$ cat src/rtl/matrix_pkg.sv
// Shared constants, widths and parser state encoding for the matrix receive path.
package matrix_pkg;

  localparam int unsigned DATA_W  = 9;
  localparam int unsigned MAX_DIM = 5;
  localparam int unsigned ADDR_W  = 5;
  localparam int unsigned DIM_W   = 3;
  localparam int unsigned ACC_W   = 13;
  localparam int unsigned BYTE_W  = 8;

  localparam logic [DATA_W-1:0] DATA_MAX = '1;

  localparam logic [BYTE_W-1:0] ASCII_0     = 8'h30;
  localparam logic [BYTE_W-1:0] ASCII_9     = 8'h39;
  localparam logic [BYTE_W-1:0] ASCII_SPACE = 8'h20;
  localparam logic [BYTE_W-1:0] ASCII_LF    = 8'h0A;
  localparam logic [BYTE_W-1:0] ASCII_CR    = 8'h0D;

  typedef enum logic [2:0] {
    PS_IDLE,
    PS_SKIP,
    PS_ACC,
    PS_FIN,
    PS_ERR,
    PS_WAIT_REL
  } parser_state_e;

endpackage

$ cat src/rtl/matrix_parser_if.sv
// Byte stream in from uart_rx and element writes out to matrix storage.
interface matrix_parser_if;
  import matrix_pkg::*;

  logic                rx_valid;
  logic [BYTE_W-1:0]   rx_data;
  logic                wr_en;
  logic [ADDR_W-1:0]   wr_addr;
  logic [DATA_W-1:0]   wr_data;

  modport master (
    input  rx_valid, rx_data,
    output wr_en, wr_addr, wr_data
  );

  modport slave (
    output rx_valid, rx_data,
    input  wr_en, wr_addr, wr_data
  );
endinterface

$ cat src/rtl/ascii_decimal_accum.sv
// ASCII byte classifier and decimal accumulator (acc*10 + digit) with overflow detection.
// Optional MATRIX_PARSER_SATURATE_EN: clamp at DATA_MAX instead of flagging overflow.
module ascii_decimal_accum
  import matrix_pkg::*;
(
  input  logic              clk,
  input  logic              rst_n,
  input  logic              clear,
  input  logic              load,
  input  logic              add,
  input  logic [BYTE_W-1:0] data,
  output logic              is_digit_c,
  output logic              is_sep_c,
  output logic              ovf_c,
  output logic [DATA_W-1:0] acc
);

  logic [3:0]        digit;
  logic [ACC_W-1:0]  sum;
  logic              over;
  logic [DATA_W-1:0] acc_d;

  // Classify the byte and form the next accumulator value
  always_comb begin
    is_digit_c = (data >= ASCII_0) && (data <= ASCII_9);
    is_sep_c   = (data == ASCII_SPACE) || (data == ASCII_LF) || (data == ASCII_CR);
    digit      = 4'(data - ASCII_0);
    sum        = ACC_W'(acc) * ACC_W'(10) + ACC_W'(digit);
    over       = sum > ACC_W'(DATA_MAX);
    acc_d      = acc;
`ifdef MATRIX_PARSER_SATURATE_EN
    ovf_c = 1'b0;
    if (clear)     acc_d = '0;
    else if (load) acc_d = DATA_W'(digit);
    else if (add)  acc_d = over ? DATA_MAX : sum[DATA_W-1:0];
`else
    ovf_c = over;
    if (clear)     acc_d = '0;
    else if (load) acc_d = DATA_W'(digit);
    else if (add)  acc_d = over ? acc : sum[DATA_W-1:0];
`endif
  end

  // Accumulator register
  always_ff @(posedge clk or negedge rst_n) begin
    if (!rst_n) acc <= '0;
    else        acc <= acc_d;
  end

endmodule

$ cat src/rtl/matrix_parser.sv
// Parses whitespace-separated decimal numbers from a UART byte stream into
// row-major matrix storage. Optional MATRIX_PARSER_SATURATE_EN clamps
// oversized numbers at 511 instead of raising error.
module matrix_parser
  import matrix_pkg::*;
(
  input  logic             clk,
  input  logic             rst_n,
  input  logic             start,
  input  logic [DIM_W-1:0] matrix_row,
  input  logic [DIM_W-1:0] matrix_col,
  output logic             busy,
  output logic             done,
  output logic             error,
  matrix_parser_if.master  bus
);

  parser_state_e     state_q, state_d;
  logic [DIM_W-1:0]  r_q, r_d, c_q, c_d, row_q, row_d, col_q, col_d;
  logic              busy_q, busy_d, done_q, done_d, error_q, error_d;
  logic              wr_en_q, wr_en_d;
  logic [ADDR_W-1:0] wr_addr_q, wr_addr_d;
  logic [DATA_W-1:0] wr_data_q, wr_data_d;
  logic              acc_clear, acc_load, acc_add;
  logic              is_digit, is_sep, is_ovf;
  logic [DATA_W-1:0] acc_val;

  ascii_decimal_accum u_accum (
    .clk        (clk),
    .rst_n      (rst_n),
    .clear      (acc_clear),
    .load       (acc_load),
    .add        (acc_add),
    .data       (bus.rx_data),
    .is_digit_c (is_digit),
    .is_sep_c   (is_sep),
    .ovf_c      (is_ovf),
    .acc        (acc_val)
  );

  // Next state, element counters and registered output values
  always_comb begin
    state_d   = state_q;
    r_d       = r_q;
    c_d       = c_q;
    row_d     = row_q;
    col_d     = col_q;
    busy_d    = busy_q;
    done_d    = 1'b0;
    error_d   = error_q;
    wr_en_d   = 1'b0;
    wr_addr_d = wr_addr_q;
    wr_data_d = wr_data_q;
    acc_clear = 1'b0;
    acc_load  = 1'b0;
    acc_add   = 1'b0;
    unique case (state_q)
      PS_IDLE: begin
        busy_d = 1'b0;
        if (start) begin
          r_d       = '0;
          c_d       = '0;
          acc_clear = 1'b1;
          error_d   = 1'b0;
          row_d     = matrix_row;
          col_d     = matrix_col;
          if ((matrix_row == '0) || (matrix_row > DIM_W'(MAX_DIM)) ||
              (matrix_col == '0) || (matrix_col > DIM_W'(MAX_DIM))) begin
            state_d = PS_ERR;
          end else begin
            busy_d  = 1'b1;
            state_d = PS_SKIP;
          end
        end
      end
      PS_SKIP: begin
        if (bus.rx_valid) begin
          if (is_digit) begin
            acc_load = 1'b1;
            state_d  = PS_ACC;
          end else if (!is_sep) begin
            state_d = PS_ERR;
          end
        end
      end
      PS_ACC: begin
        if (bus.rx_valid) begin
          if (is_digit) begin
            if (is_ovf) state_d = PS_ERR;
            else        acc_add = 1'b1;
          end else if (is_sep) begin
            wr_en_d   = 1'b1;
            wr_addr_d = ADDR_W'(8'(r_q) * 8'(col_q) + 8'(c_q));
            wr_data_d = acc_val;
            state_d   = PS_SKIP;
            if (c_q == DIM_W'(col_q - DIM_W'(1))) begin
              c_d = '0;
              r_d = DIM_W'(r_q + DIM_W'(1));
              if (r_q == DIM_W'(row_q - DIM_W'(1))) state_d = PS_FIN;
            end else begin
              c_d = DIM_W'(c_q + DIM_W'(1));
            end
          end else begin
            state_d = PS_ERR;
          end
        end
      end
      PS_FIN: begin
        done_d  = 1'b1;
        busy_d  = 1'b0;
        state_d = PS_WAIT_REL;
      end
      PS_ERR: begin
        error_d = 1'b1;
        busy_d  = 1'b0;
        state_d = PS_WAIT_REL;
      end
      PS_WAIT_REL: begin
        if (!start) state_d = PS_IDLE;
      end
      default: state_d = PS_IDLE;
    endcase
  end

  // State, counters and output registers
  always_ff @(posedge clk or negedge rst_n) begin
    if (!rst_n) begin
      state_q   <= PS_IDLE;
      r_q       <= '0;
      c_q       <= '0;
      row_q     <= '0;
      col_q     <= '0;
      busy_q    <= 1'b0;
      done_q    <= 1'b0;
      error_q   <= 1'b0;
      wr_en_q   <= 1'b0;
      wr_addr_q <= '0;
      wr_data_q <= '0;
    end else begin
      state_q   <= state_d;
      r_q       <= r_d;
      c_q       <= c_d;
      row_q     <= row_d;
      col_q     <= col_d;
      busy_q    <= busy_d;
      done_q    <= done_d;
      error_q   <= error_d;
      wr_en_q   <= wr_en_d;
      wr_addr_q <= wr_addr_d;
      wr_data_q <= wr_data_d;
    end
  end

  assign busy        = busy_q;
  assign done        = done_q;
  assign error       = error_q;
  assign bus.wr_en   = wr_en_q;
  assign bus.wr_addr = wr_addr_q;
  assign bus.wr_data = wr_data_q;

endmodule

$ cat src/flat_wrapper.sv
// flat-port wrapper written by rule: the top's interface ports become plain ports
module matrix_parser_flat import matrix_pkg::*;
  (clk, rst_n, start, matrix_row, matrix_col, busy, done, error, bus_rx_valid, bus_rx_data, bus_wr_en, bus_wr_addr, bus_wr_data);
  matrix_parser_if bus_i ();
  input  logic clk;
  input  logic rst_n;
  input  logic start;
  input  logic [DIM_W-1:0] matrix_row;
  input  logic [DIM_W-1:0] matrix_col;
  output logic busy;
  output logic done;
  output logic error;
  input wire logic [$bits(bus_i.rx_valid)-1:0] bus_rx_valid;
  input wire logic [$bits(bus_i.rx_data)-1:0] bus_rx_data;
  output wire logic [$bits(bus_i.wr_en)-1:0] bus_wr_en;
  output wire logic [$bits(bus_i.wr_addr)-1:0] bus_wr_addr;
  output wire logic [$bits(bus_i.wr_data)-1:0] bus_wr_data;
  assign bus_i.rx_valid = bus_rx_valid;
  assign bus_i.rx_data = bus_rx_data;
  assign bus_wr_en = bus_i.wr_en;
  assign bus_wr_addr = bus_i.wr_addr;
  assign bus_wr_data = bus_i.wr_data;
  matrix_parser u_core (.clk(clk), .rst_n(rst_n), .start(start), .matrix_row(matrix_row), .matrix_col(matrix_col), .busy(busy), .done(done), .error(error), .bus(bus_i));
endmodule
$ cat config.mk
export PLATFORM = sky130hd
export DESIGN_NAME = matrix_parser_flat
export DESIGN_NICKNAME = d
export VERILOG_FILES = /design/src/rtl/matrix_pkg.sv /design/src/rtl/matrix_parser_if.sv /design/src/rtl/ascii_decimal_accum.sv /design/src/rtl/matrix_parser.sv /design/src/flat_wrapper.sv
export SDC_FILE = /design/constraint.sdc
export NUM_CORES = 1
export LEC_CHECK = 0
export CELL_PAD_IN_SITES_DETAIL_PLACEMENT = 1
export CELL_PAD_IN_SITES_GLOBAL_PLACEMENT = 1
export CORE_ASPECT_RATIO = 0.6
export CORE_MARGIN = 4
export CORE_UTILIZATION = 48
export CTS_CLUSTER_DIAMETER = 150
export DETAILED_ROUTE_END_ITERATION = 10
export PLACE_DENSITY = 0.94
export SLEW_MARGIN = 25
export SYNTH_ARGS = -nofsm -noshare
export SYNTH_HDL_FRONTEND = slang
export SYNTH_HIERARCHICAL = 1
export SYNTH_SLANG_ARGS = --single-unit
$ cat constraint.sdc
create_clock -name clk -period 8.1 [get_ports clk]
set_input_delay 2.43 -clock clk [delete_from_list [all_inputs] [get_ports clk]]
set_output_delay 2.43 -clock clk [all_outputs]
set_load 0.005 [all_outputs]
==> summary.txt, run 1 <==
Cells and area
  • Share of layout cells above drive strength 1: 0.134
  • Nets: 379
  • Antenna diodes: 0
  • Area grow syn2layout: 17.0%

Clock tree
  • CTS tree: done
  • Clock Sinks: 42
  • Number of CTS-inserted buffers: 5
  • H-Tree Depth: 2
  • Post-CTS Setup Bufs: 0
  • Register clock-pin slew on the reported worst setup and hold paths: approximately 0.08 ns
  • Cts repair resizes: 0
  • # hold bufs at CTS: 0
  • Bufs on Longest Clock Path: 2
  • Clock Latency Late Sink: roughly 0.30 ns
  • CTS root buf: clkbuf_8

Timing
  • Crit share post-route: 0.765
  • Fin crit period: a little over 6 ns
  • Setup violators final: 0
  • Clock Skew: ~0.004 ns
  • Worst slew margin: 0.463
  • Final Hold Fails: 0
  • RSZ-0062 raised after global routing: false
  • Setup TNS: 0 ns
  • Final Max Tran Viols: 0
  • Worst Max-Slew Pin Slew: ~0.8 ns
  • Worst hold slack: about 0.51 ns
  • Max frequency: 161 MHz

Yosys
  • Mapped Cells: roughly 300
  • Ranking of synthesized cells by area: dfrtp_1 (34%), ha_1 (12%), mux2_2 (5.9%), xnor2_1 (4.0%), fa_1 (3.3%)
  • Yosys top cell by area: dfrtp_1
  • Top_reg_cell synth: dfrtp_1
  • Syn nets: between 300 and 400
  • Synthesized flop and latch total: 42
  • Synth async-reset ratio: 1.00
  • Post-Syn Area: roughly 3100 µm²
  • Synthesis warning total: 6
  • Post-synth EDFFs: 0
  • Post-synthesis sequential area ratio: 0.344
  • Netlist cell types: just over 70
  • Mean Syn Cell Area: 10.4 µm²
  • Share of the synthesized area in the top cell type: 0.344

Die
  • Ports: 36
  • Core footprint: between 6000 and 7000 µm²
  • Die X: 111 µm
  • Die extent in y: ~70 µm
  • Die area: just under 8000 µm²
  • Initial core utilization: 0.497
  • Num rows: 22

Place
  • IO buf count: 35
  • Gp weighted congestion: just under 0.9
  • Hpwl dp: approximately 6.3 mm

Routing
  • DRT iter0 DRCs: between 150 and 200
  • DRC errors left: 0
  • Via density: approximately 6.0
  • WL per Instance: 20.6 µm
  • Total number of vias: between 2000 and 2500
  • Overall routed net length: about 8.5 mm
  • Pre-antenna DRT Iters: 4
  • Post-DRT Antenna Nets: 0

Run
  • Max cap viols: 0

GRT
  • Largest net degree at the start of global routing: 43
  • Total GRT Usage: 0.227
  • Vias in the first global route: roughly 2600
  • Initial antenna violation count: 0
  • Grt total ovfl: 0
  • First-pass GRT wire length: 13.9 mm

Setup path
  • R2r worst-path depth: 16
  • Req. time, crit path: around 8.3 ns
  • Setup crit end kind: register
  • Critical path startpoint category: primary input
  • Arr. time, crit path: 6.38 ns
  • Crit path kind: in2reg
  • CP Max Fanout: 13

Hold path
  • Worst min-delay path category: reg2reg
  • WHS Path Cells: 1

Power
  • Power per cell area: about 190 nW/µm²
  • VDD IR max: about 0.000089 V
  • Lkg Pwr: ~0.0017 µW

Run status
  • Status: completed
## flip-flops by register name, summed over array words and instances (netlist names), 3 cells and up
signal and count:
u_core/bus.wr_data 9, u_core/u_accum/acc 9, u_core/col_q 3, u_core/row_q 3, u_core/c_q 3, u_core/r_q 3, u_core/state_q 3, u_core/bus.wr_addr 5
## through the flow
step	instances	setup slack (ns)	cell area, µm²	total power, µW	utilization
after floorplan	294	2.79	3050	426	-
after global placement	403	1.99	3450	485	0.562
after detailed placement	403	1.68	3450	498	0.562
after CTS	411	1.97	3560	672	0.580
after global routing	412	1.59	3570	713	0.582
final	412	1.90	3570	674	0.582
## worst paths after layout
check | slack [ns] | end | from
max | 1.90 | u_core/u_accum/acc[1]$_DFFE_PN0P_ | bus_rx_data[2]
min reg2reg | 0.51 | u_core/bus.wr_data[4]$_DFFE_PN0P_ | u_core/bus.wr_data[4]$_DFFE_PN0P_
max reg2reg | 3.49 | u_core/u_accum/acc[1]$_DFFE_PN0P_ | u_core/u_accum/acc[1]$_DFFE_PN0P_
min | 0.51 | u_core/bus.wr_data[4]$_DFFE_PN0P_ | u_core/bus.wr_data[4]$_DFFE_PN0P_
min in group asynchronous | 2.10 | u_core/bus.wr_addr[3]$_DFFE_PN0P_ | rst_n
max in group asynchronous | 5.62 | u_core/bus.wr_addr[0]$_DFFE_PN0P_ | rst_n
## kinds of logic (layout without fill, tap and decap cells)
logic type | count (synthesis) | in the layout | share of synthesized area
DFF | 42 | 42 | 0.344
adders and majority gates | 34 | 34 | 0.152
xor gates and xnor gates | 22 | 22 | 0.0705
and+or+nand+nor | 94 | 94 | 0.182
AOI/OAI and AO/OA | 59 | 59 | 0.143
muxes | 18 | 18 | 0.0697
buffers and inverters | 25 | 59 | 0.0389
## worst max-delay path: stages
cell             delay (ns)
clkdlybuf4s50_1        0.65
ha_1                   0.30
a21o_1                 0.17
a21oi_1                0.36
o32ai_1                0.16
a21o_1                 0.21
mux2i_4                0.40
nand4_1                0.15
nor3b_1                0.44
and2_1                 0.20
and4b_1                0.24
and2_4                 0.24
a211oi_1               0.10
a2111oi_1              0.32
## cell type report
type	instances	area, µm²
tap	84	105
inverter	14	52.6
fill	669	2570
sequential	42	1050
clock inverter	2	37.5
timing repair buffer	37	363
clock buffer	6	72.6
multi-input combinational	227	1890
## report_power, final
group / switching, µW / leakage (µW) / internal, µW / total (µW)
combinational: 123 / 0.00103 / 103 / 226
clock: 76.4 / 0.0000514 / 92.0 / 168
sequential: 43.0 / 0.000567 / 237 / 280
## placed cells by master (no fill, tap or decap), types with 8 or more instances in the layout
master,instances
dfrtp_1,42
clkdlybuf4s50_1,34
ha_1,29
nand2_1,22
mux2_2,16
inv_1,14
xnor2_1,14
o21ai_0,11
a21oi_1,11
nor2_1,9
nor3_1,8
nand2b_1,8
## synthesized netlist by cell type, types with 3 or more instances
cell / n
nand3_1: 6
mux2_2: 16
o21ai_0: 11
fa_1: 5
inv_1: 14
o22ai_1: 3
ha_1: 29
nand2_1: 22
a311oi_1: 3
xor2_1: 6
buf_2: 5
a21o_1: 4
xnor2_1: 14
nor2_1: 9
dfrtp_1: 42
nand2b_1: 8
nor4_1: 7
nor2b_1: 4
nor3_1: 8
a21oi_1: 11
and2_1: 6
## metal layers
layer | track usage | vias up | share of wire
met5 | 0 | - | 0
met4 | 0.0656 | 0 | 0.017
met3 | 0.0514 | 19 | 0.071
met2 | 0.336 | 117 | 0.42
met1 | 0.332 | 1208 | 0.49
li1 | - | 1134 | -
No activity file was read; power rests on OpenSTA's default activity.
==> run 2, diff against run 1 <==
--- a/config.mk
+++ b/config.mk
@@ -9,10 +9,10 @@
 export CELL_PAD_IN_SITES_GLOBAL_PLACEMENT = 1
 export CORE_ASPECT_RATIO = 0.6
 export CORE_MARGIN = 4
-export CORE_UTILIZATION = 48
+export CORE_UTILIZATION = 44
 export CTS_CLUSTER_DIAMETER = 150
 export DETAILED_ROUTE_END_ITERATION = 10
-export PLACE_DENSITY = 0.94
+export PLACE_DENSITY = 0.88
 export SLEW_MARGIN = 25
 export SYNTH_ARGS = -nofsm -noshare
 export SYNTH_HDL_FRONTEND = slang
==> constraint.sdc (replaced) <==
create_clock -name clk -period 5.8 [get_ports clk]
set_input_delay 1.74 -clock clk [delete_from_list [all_inputs] [get_ports clk]]
set_output_delay 1.74 -clock clk [all_outputs]
set_load 0.005 [all_outputs]
==> run 2 against run 1 <==
  * Utilization shrank 4.1 points
  * Worst setup slack got worse by 1.4 ns
  * Highest routed layer unchanged
  * Non-clock buffer count up 2
  * Global-route usage is 1.2 points lower
  * Sequential share of layout area decreased by 0.46 points
  * Power increased by 47%
  * Hold slack worse by 0.0047 ns
  * Largest power group unchanged
  * Cell area increased by 1.6%
  * Critical endpoint unchanged
==> summary.txt, run 2 (synthesis gave the netlist of run 1 again) <==
Cells and area
  • Nets: 381 (+0.53%)
  • Fill cells: 777 (+16%)
  • FF/Latch Area: 1050 µm² (unchanged)
  • Area grow syn2layout: 18.8%
  • Area of the multi-input gates: 1890 µm² (unchanged)
  • Most frequent cells in the layout: dfrtp_1 (42), clkdlybuf4s50_1 (34), ha_1 (29)
  • Cell area after layout: 3630 µm² (+1.6%)
  • Most common cell after layout, fill and taps aside: dfrtp_1
  • Final cell count without fillers: 417 (+1.2%)
  • Antenna diodes: 0 (unchanged)
  • Layout Utilization: 0.541 (-0.0408)
  • Share of layout cells above drive strength 1: 0.139 (+0.00525)

GRT
  • Vias in the first global route: 2613 (+0.54%)
  • Grt total ovfl: 0 (unchanged)
  • Largest net degree at the start of global routing: 43 (unchanged)
  • First-pass GRT wire length: 13.9 mm (-0.10%)
  • Total GRT Usage: 0.215 (-0.0125)
  • Initial antenna violation count: 0 (unchanged)

Power
  • Lkg Pwr: 0.00168 µW (+1.9%)
  • Power per cell area: 272 nW/µm² (+44%)
  • VDD IR max: 0.000142 V (+60%)
  • Overall power: 988 µW (+47%)

Setup path
  • Req. time, crit path: 5.94 ns (-2.35 ns)
  • Setup crit end kind: register
  • Reg2reg setup slack: 1.44 ns (-2.05 ns)
  • CP Max Fanout: 12 (-1)
  • Critical path startpoint category: primary input
  • Arr. time, crit path: 5.48 ns (-0.90 ns)
  • Crit path kind: in2reg

Clock tree
  • Register clock-pin slew on the reported worst setup and hold paths: 0.06 ns (-0.02 ns)
  • H-Tree Depth: 2 (unchanged)
  • CTS root buf: clkbuf_16
  • Clock Sinks: 42 (unchanged)
  • Cts repair resizes: 0 (unchanged)
  • Post-CTS Setup Bufs: 0 (unchanged)
  • # hold bufs at CTS: 0 (unchanged)
  • CTS tree: done
  • Clock Latency Late Sink: 0.28 ns (-0.02 ns)
  • Number of CTS-inserted buffers: 5 (unchanged)
  • Bufs on Longest Clock Path: 2 (unchanged)

Die
  • Initial core utilization: 0.455 (-0.0420)
  • Core footprint: 6710 µm² (+9.2%)
  • Die X: 116 µm (+4.1%)
  • Die area: 8380 µm² (+8.2%)
  • Ports: 36 (unchanged)
  • Num rows: 23 (+4.5%)
  • Die extent in y: 72.5 µm (+3.9%)

Timing
  • Max frequency: about 190 MHz
  • Clock Skew: 0.00530 ns (+0.00131 ns)
  • Final Max Tran Viols: 0 (unchanged)
  • Fin crit period: between 5 and 6 ns
  • Worst Max-Slew Pin Slew: 0.733 ns (-0.0652 ns)
  • RSZ-0062 raised after global routing: false
  • Setup violators final: 0 (unchanged)
  • Final Hold Fails: 0 (unchanged)
  • Setup TNS: 0 ns (unchanged)
  • Worst slew margin: 0.511 (+0.0479)
  • Crit share post-route: 0.921

Routing
  • Total number of vias: 2454 (-0.97%)
  • Post-DRT Antenna Nets: 0 (unchanged)
  • Overall routed net length: 8.39 mm (-1.2%)
  • Pre-antenna DRT Iters: 4 (unchanged)
  • WL per Instance: 20.1 µm (-2.4%)
  • DRC errors left: 0 (unchanged)
  • Via density: 5.88 (-2.2%)
  • DRT iter0 DRCs: 156 (unchanged)

Place
  • IO buf count: 35 (unchanged)
  • DP Area: 3470 µm² (+0.54%)
  • Hpwl dp: 6.27 mm (-0.34%)
  • Placed Cells: 408 (+1.2%)
  • Gp weighted congestion: 0.830 (-6.1%)

Run
  • Max cap viols: 0 (unchanged)

Run status
  • Status: completed

Hold path
  • Worst min-delay path category: reg2reg
-- run 2: cell count changes in the layout (fill, tap and decap cells not counted) --
cell        previous run  this run
clkbuf_8               5         1
clkinv_2               0         1
buf_4                  3         5
clkinvlp_4             1         0
bufinv_16              1         0
clkbuf_16              0         5
-- run 2: worst paths after layout --
path | start | endpoint | cells past startpoint
worst max-delay path | bus_rx_data[1] | u_core/u_accum/acc[1]$_DFFE_PN0P_ | 15
worst min-delay path | u_core/bus.wr_data[7]$_DFFE_PN0P_ | u_core/bus.wr_data[7]$_DFFE_PN0P_ | 1
worst max register to register | u_core/u_accum/acc[1]$_DFFE_PN0P_ | u_core/u_accum/acc[1]$_DFFE_PN0P_ | 15
worst min register to register | u_core/bus.wr_data[7]$_DFFE_PN0P_ | u_core/bus.wr_data[7]$_DFFE_PN0P_ | 1
max in group asynchronous | rst_n | u_core/r_q[1]$_DFFE_PN0P_ | 1
min in group asynchronous | rst_n | u_core/bus.wr_addr[3]$_DFFE_PN0P_ | 1
-- run 2: area by class of cell --
| type | instances | area share |
|---|---|---|
| repair buffers | 39 | 0.104 |
| multi-input cells | 227 | 0.521 |
| flip-flops and latches | 42 | 0.290 |
| clock buffers | 7 | 0.0393 |
| inverters | 14 | 0.0145 |
| well taps | 87 | 0.0300 |
| clock inverters | 1 | 0.00138 |
-- run 2: power by group --
group | total [µW] | internal (µW) | switching, µW
combinational | 311 | 143 | 168
clock | 283 | 171 | 112
sequential | 395 | 331 | 63.3
total | 988 | 645 | 343
-- run 2: worst max-delay path, stage by stage --
cell and delay [ns]:
clkdlybuf4s50_1 0.55, ha_1 0.22, fa_1 0.22, a21o_1 0.13, nand2_1 0.10, nor3_1 0.36
nand3_2 0.21, mux2i_4 0.22, nand4_1 0.10, nor3b_1 0.46, and2_1 0.19, and4b_1 0.20
and2_4 0.25, a211oi_1 0.11, a2111oi_1 0.42
-- run 2: through the flow --
stage               setup slack [ns]  hold WS [ns]
detailed placement             0.220         0.497
CTS                            0.513         0.511
finish                         0.458         0.509
global placement               0.572         0.485
global route                   0.155         0.515
floorplan                       1.18         0.490
-- run 2: routing by layer --
metal  wire [µm]  GRT usage  share of wire  vias up
met5           0          0              0        -
met4          63     0.0469         0.0075        0
met3         554     0.0475          0.066        7
met2        3560      0.316           0.42       86
met1        4210      0.323           0.50     1221
li1            -          -              -     1140
==> run 3, diff against run 2 <==
--- a/config.mk
+++ b/config.mk
@@ -5,13 +5,15 @@
 export SDC_FILE = /design/constraint.sdc
 export NUM_CORES = 1
 export LEC_CHECK = 0
+export CAP_MARGIN = 10
 export CELL_PAD_IN_SITES_DETAIL_PLACEMENT = 1
 export CELL_PAD_IN_SITES_GLOBAL_PLACEMENT = 1
 export CORE_ASPECT_RATIO = 0.6
 export CORE_MARGIN = 4
 export CORE_UTILIZATION = 44
-export CTS_CLUSTER_DIAMETER = 150
+export CTS_CLUSTER_DIAMETER = 30
 export DETAILED_ROUTE_END_ITERATION = 10
+export GPL_ROUTABILITY_DRIVEN = 0
 export PLACE_DENSITY = 0.88
 export SLEW_MARGIN = 25
 export SYNTH_ARGS = -nofsm -noshare
==> results of run 3 <==
No change in the layout: final DEF, timing and power equal those of run 2.
